`config.mk`:
```
export PLATFORM = sky130hd
export DESIGN_NAME = if_id_stage
export DESIGN_NICKNAME = d
export VERILOG_FILES = /design/src/rtl/if_id_stage.sv
export SDC_FILE = /design/constraint.sdc
export NUM_CORES = 1
export LEC_CHECK = 0
export BUFFER_PORTS_ARGS = -buffer_cell sky130_fd_sc_hd__buf_2
export CAP_MARGIN = 10
export CORE_ASPECT_RATIO = 0.9
export CORE_UTILIZATION = 45
export DETAILED_ROUTE_END_ITERATION = 8
export PLACE_DENSITY = 0.73
export REMOVE_ABC_BUFFERS = 1
export SYNTH_ARGS = -nofsm -noshare
export SYNTH_HDL_FRONTEND = slang
export SYNTH_SLANG_ARGS = --single-unit
```
`constraint.sdc`:
```
create_clock -name clk_i -period 2.3 [get_ports clk_i]
set_input_delay 0.46 -clock clk_i [delete_from_list [all_inputs] [get_ports clk_i]]
set_output_delay 0.46 -clock clk_i [all_outputs]
set_load 0.02 [all_outputs]
```
`src/rtl/if_id_stage.sv`:
```
// Fetch stage and IF/ID pipeline register. Owns the PC, detects load-use hazards against
// the instruction in ID/EX, and handles branch/jump redirects resolved in ID.
module if_id_stage #(
  parameter logic [31:0] RESET_PC = 32'h0000_0000,
  parameter int unsigned CNT_W    = 16
) (
  input  logic             clk_i,
  input  logic             rst_i,
  output logic [31:0]      imem_addr_o,
  input  logic [31:0]      imem_data_i,
  input  logic             branch_taken_i,
  input  logic [31:0]      branch_target_i,
  input  logic             idex_memread_i,
  input  logic [4:0]       idex_rt_i,
  output logic [31:0]      pc_o,
  output logic [31:0]      instruction_o,
  output logic             valid_o,
  output logic             bubble_o,
  output logic [CNT_W-1:0] stall_cnt_o,
  output logic [CNT_W-1:0] flush_cnt_o
);

  localparam logic [CNT_W-1:0] CntOne = 1;
  localparam logic [CNT_W-1:0] CntMax = '1;

  logic [31:0]      pc_q, pc_d;
  logic [31:0]      pc_id_q, pc_id_d;
  logic [31:0]      instr_q, instr_d;
  logic             valid_q, valid_d;
  logic [CNT_W-1:0] stall_cnt_q, stall_cnt_d;
  logic [CNT_W-1:0] flush_cnt_q, flush_cnt_d;

  logic [4:0]  id_rs, id_rt;
  logic        hazard;
  logic [31:0] pc_plus4;

  assign id_rs    = instr_q[25:21];
  assign id_rt    = instr_q[20:16];
  assign pc_plus4 = pc_q + 32'd4;

  // Load-use hazard; rs and rt are both checked regardless of format (conservative).
  always_comb begin
    hazard = valid_q & idex_memread_i & (idex_rt_i != 5'd0) &
             ((idex_rt_i == id_rs) | (idex_rt_i == id_rt));
  end

  // Next-state selection: hazard holds everything, then redirect, then sequential fetch.
  always_comb begin
    pc_d        = pc_q;
    pc_id_d     = pc_id_q;
    instr_d     = instr_q;
    valid_d     = valid_q;
    stall_cnt_d = stall_cnt_q;
    flush_cnt_d = flush_cnt_q;
    if (hazard) begin
      // The stalled branch in ID has unresolved operands, so branch_taken_i is ignored.
      if (stall_cnt_q != CntMax) stall_cnt_d = stall_cnt_q + CntOne;
    end else if (branch_taken_i) begin
      pc_d    = {branch_target_i[31:2], 2'b00};
      pc_id_d = 32'd0;
      instr_d = 32'd0;
      valid_d = 1'b0;
      if (flush_cnt_q != CntMax) flush_cnt_d = flush_cnt_q + CntOne;
    end else begin
      pc_d    = pc_plus4;
      pc_id_d = pc_plus4;
      instr_d = imem_data_i;
      valid_d = 1'b1;
    end
  end

  // State registers with synchronous active-low reset overriding all other inputs.
  always_ff @(posedge clk_i) begin
    if (!rst_i) begin
      pc_q        <= RESET_PC;
      pc_id_q     <= 32'd0;
      instr_q     <= 32'd0;
      valid_q     <= 1'b0;
      stall_cnt_q <= '0;
      flush_cnt_q <= '0;
    end else begin
      pc_q        <= pc_d;
      pc_id_q     <= pc_id_d;
      instr_q     <= instr_d;
      valid_q     <= valid_d;
      stall_cnt_q <= stall_cnt_d;
      flush_cnt_q <= flush_cnt_d;
    end
  end

  assign imem_addr_o   = pc_q;
  assign pc_o          = pc_id_q;
  assign instruction_o = instr_q;
  assign valid_o       = valid_q;
  assign bubble_o      = hazard;
  assign stall_cnt_o   = stall_cnt_q;
  assign flush_cnt_o   = flush_cnt_q;

endmodule

```
After elaboration in Yosys (flattened, before gate mapping). Cells that the tools add are included.

Flip-flop bits (word level): 129. Bits of input ports: 73. Output and inout port bits: 130.

Add/subtract/negate cells: 3. Eq/ne operators: 4. Mux-type cells: 4. Bitwise operators: 5. Reductions and logical operators: 3.

Operator list (number): two-way mux 32 bit (3); adder 16 x 1 -> 16 bit, second input constant (2); adder 32 x 3 -> 32 bit, second input constant (1); != test 16 bit, second input constant (2); equality test 5 bit (2); nonzero test 5 bit (1); AND 1 bit (3); AND reduction 3 bit (1); AND reduction 2 bit (1); two-way mux 1 bit (1); NOT 1 bit (1); OR 1 bit (1).

Longest topological paths before layout.
Word-level depth: 5. Depth in mapped cells: 9. Mapped depth without buffers: 7.

Worst setup path before layout. No wires, ideal clock.

Kind: reg-to-reg. Start point: register pc_q[7], in the netlist imem_addr_o[7]. End point: register pc_q[31], in the netlist imem_addr_o[31]. Setup time: 0.088 ns. Data arrival time: 2.203 ns. Data required time: 2.212 ns. Setup slack: 0.009 ns. Stages on the path, launching flop included: 8. Cells stage by stage: dfxtp_1 buf_2 nand4_2 or4_4 nor3_4 nand4_2 o31a_1 o32ai_2.

Longest elaborated chain between the ends: 2.

RTL lines: start: declaration (line 26) `logic [31:0] pc_q, pc_d;`; start signal: assignment (line 82) `pc_q <= pc_d;`; adder 32 x 3 -> 32 bit (line 39) `assign pc_plus4 = pc_q + 32'd4;`; two-way mux 32 bit (line 58) `end else if (branch_taken_i) begin`.

Every way passes these cells. A chain may end at the register's enable or synchronous reset.

Worst setup path after layout.
Start point: input idex_rt_i[1]. End point: output bubble_o.

Longest elaborated chain between the ends: 3. Elaborated cells between the ends (all ways): 6. Those cells by class: eq/ne: 2; bitwise: 3; reduce/logical: 1.

RTL lines: start: declaration (line 14) `input logic [4:0] idex_rt_i,`; equality test 5 bit or nonzero test 5 bit (tied branches) (line 44, 43); OR 1 bit or AND 1 bit (tied branches) (line 44, 43); AND 1 bit * (line 43) `hazard = valid_q & idex_memread_i & (idex_rt_i != 5'd0) &`; end: declaration (line 18) `output logic bubble_o,`.

Mark *: on every way between the ends. The rest lies on a longest branch, timed or not.

==> impl_metrics.csv <==
group,metric,value,unit
setup_path,r2r_cells,6,
routing,drt_iter0_drc,300,
yosys,yosysUniqueCellTypes,58,
global_route,grt_pass1_wl,27.6,mm
timing,min_period_over_period,0.962,
global_route,grt_pass1_vias,5545,
layout,drive_above_1_share,0.327,
layout,final_common_cell,"buf_2",
yosys,synthSimpleGateAreaFrac,0.219,
layout,nNetsFinal,995,
cts,clk_latency,420,ps
setup_path,arrival,1750,ps
yosys,synthTopCellsByArea,"dfxtp_1, a22o_1, nand2_1",
yosys,avgSynthCellArea,8.55,um^2
die,start_util,0.464,
yosys,syn_inst,694,
layout,area_delta_synth_final,34.5,%
global_route,antenna_found_initial,0,
die,rows,39,
placement,gp_congestion,0.809,
cts,path_clk_slew,50,ps
layout,final_cell_area,0.00798,mm^2
pwr,power.leakage,0.00361,uW
yosys,synth-xor-area-share,0.0620,
routing,post_drt_wl_per_cell,15.7,um
setup_path,critical_path_required,1840,ps
yosys,synth_top_family_by_area,"compound AO/OA/AOI/OAI gates",
yosys,yosysTopAreaCellShare,0.425,
cts,cts_root_buffer,"clkbuf_16",
setup_path,crit_chain,"buf_2, or4_4, o211a_1, nand2_2, inv_4, buf_4",
routing,firstDrtPassIters,5,
yosys,synth_edf_count,0,
routing,detail-route-antenna-nets,0,
cts,clockBufferDepth,2,
placement,dp_hpwl,12.3,mm
pwr,total_power,5310,uW
yosys,async_flop_share,0,
timing,final-max-slew-violation-count,0,
yosys,synth_mux_area_frac,0.00844,
routing,wl,17.2,mm
global_route,grt_max_degree,50,
yosys,ys_seq_area_frac,0.425,
cts,hold_buffers,0,
run,cap_viol_max_count,0,
setup_path,end_kind,"output port",
die,die_area,0.0136,mm^2
yosys,synth_fa_ha_area_frac,0.00633,
yosys,ys_ff_latch,126,
setup_path,path_class,"input port to output port",
die,core,0.0128,mm^2
setup_path,slowest_stage,"or4_4",
timing,grt_setup_unrepaired,"false",
yosys,synth_compound_area_frac,0.235,
die,die_w,123,um
die,ios,203,
layout,antennaDiodeCount,0,
setup_path,crit_path_max_fanout,3,
timing,hold_viol_final,0,
setup_path,slowest_delay,550,ps
timing,finClkSkew,7.00,ps
placement,place_area,0.00742,mm^2
yosys,synth_warnings,0,
pwr,peakVddDrop,476,uV
cts,htree_levels,4,
layout,final_cell_mix,"buf_2, dfxtp_1, nand2_1",
die,die_h,111,um
yosys,syn-cell-area,0.00593,mm^2
yosys,synthFlopType,"dfxtp_1",
timing,fmax,452,MHz
cts,numCtsBuffers,17,
routing,num_vias,6043,
timing,period_needed,2210,ps
cts,cts_tree,"built",
setup_path,critPathLaunchType,"input port",
pwr,p_per_area,666,mW/mm^2
global_route,grt_use_total,0.259,
run_status,status,"complete, no violations",
routing,drc,0,
min_path,hold_path.class,"input port to register",
placement,io_buffer_count,198,
timing,setup_viol,0,
yosys,yosysTopAreaCell,"dfxtp_1",
global_route,overflow,0,
routing,vias_per_cell,5.51,
min_path,hold_depth,2,
cts,clock_sinks,126,
cell type report:
cell class	instances	area (um^2)
Tap cell	164	205
Fill cell	1151	4800
Multi-Input combinational cell	507	3180
Timing Repair Buffer	258	1520
Inverter	9	36.3
Clock inverter	8	40.0
Clock buffer	24	482
Sequential cell	126	2520
critical path, delay by kind of cell:
kind / cells / cell delay [ps]
buf+inv: 3 / 330
compound gates: 1 / 270
simple gates: 2 / 690
through the flow:
stage,hold WS [ps],utilization,cells,worst slack [ps],TNS (ps)
6_report,259,0.624,1096,86.8,0
3_3_place_gp,439,0.581,1061,-129,-6160
4_1_cts,244,0.623,1095,32.9,0
5_1_grt,244,0.624,1096,0.0830,0
3_5_place_dp,440,0.581,1061,-161,-7880
2_1_floorplan,530,-,642,-3300,-194590
logic make-up after synthesis:
| group | count (synthesis) |
|---|---|
| mux | 5 |
| simple gates | 255 |
| other cells | 1 |
| compound gates | 200 |
| buf+inv | 62 |
| xor+xnor | 42 |
| fa+ha+maj | 3 |
| flops | 126 |
Yosys cell counts, types with 5 or more instances:
master,number
dfxtp_1,126
nand2_1,85
a21oi_1,56
a22o_1,53
nor2_1,41
nand3_1,40
clkbuf_1,33
o21ai_0,24
xnor2_1,24
xor2_1,18
buf_2,14
nand4_1,13
nor3_1,12
o31ai_1,12
and3_1,11
and4_1,9
o21a_1,9
inv_1,8
nor4_1,7
or3_1,7
or4_1,7
and2_1,6
o211ai_1,6
mux2i_1,5
o22ai_1,5
power by group:
part / internal (uW) / switching, uW
registers: 2260 / 63.0
logic: 263 / 354
clock network: 1440 / 929
flip-flops by register name, summed over array words and instances, names as in the netlist:
register	count
pc_o	31
stall_cnt_o	16
imem_addr_o	30
instruction_o	32
valid_o	1
flush_cnt_o	16
metal layers:
layer  vias up  GRT usage  wire, um  share of wire
li1       2989          -         -              -
met1      2813      0.329      7640           0.44
met2       223      0.421      8010           0.46
met3        18     0.0658      1350          0.078
met4         0     0.0924       238          0.014
met5         -          0         0              0
final timing paths:
kind,startpoint,slack [ps],endpoint
setup reg to reg,imem_addr_o[18],140,pc_o[30]
hold / removal,imem_data_i[14],260,instruction_o[14]
setup / recovery,idex_rt_i[1],90,bubble_o
hold reg to reg,pc_o[10],450,pc_o[10]
timing repair:
item / 4_1_cts / 5_1_grt
cloned: 0 / 0
hold endpoints to repair: 0 / 0
setup buffers: 2 / 1
resized for setup: 2 / 3
pin swaps: 1 / 0
setup endpoints to repair: 1 / 2
Power figures use the tool's default switching activity.
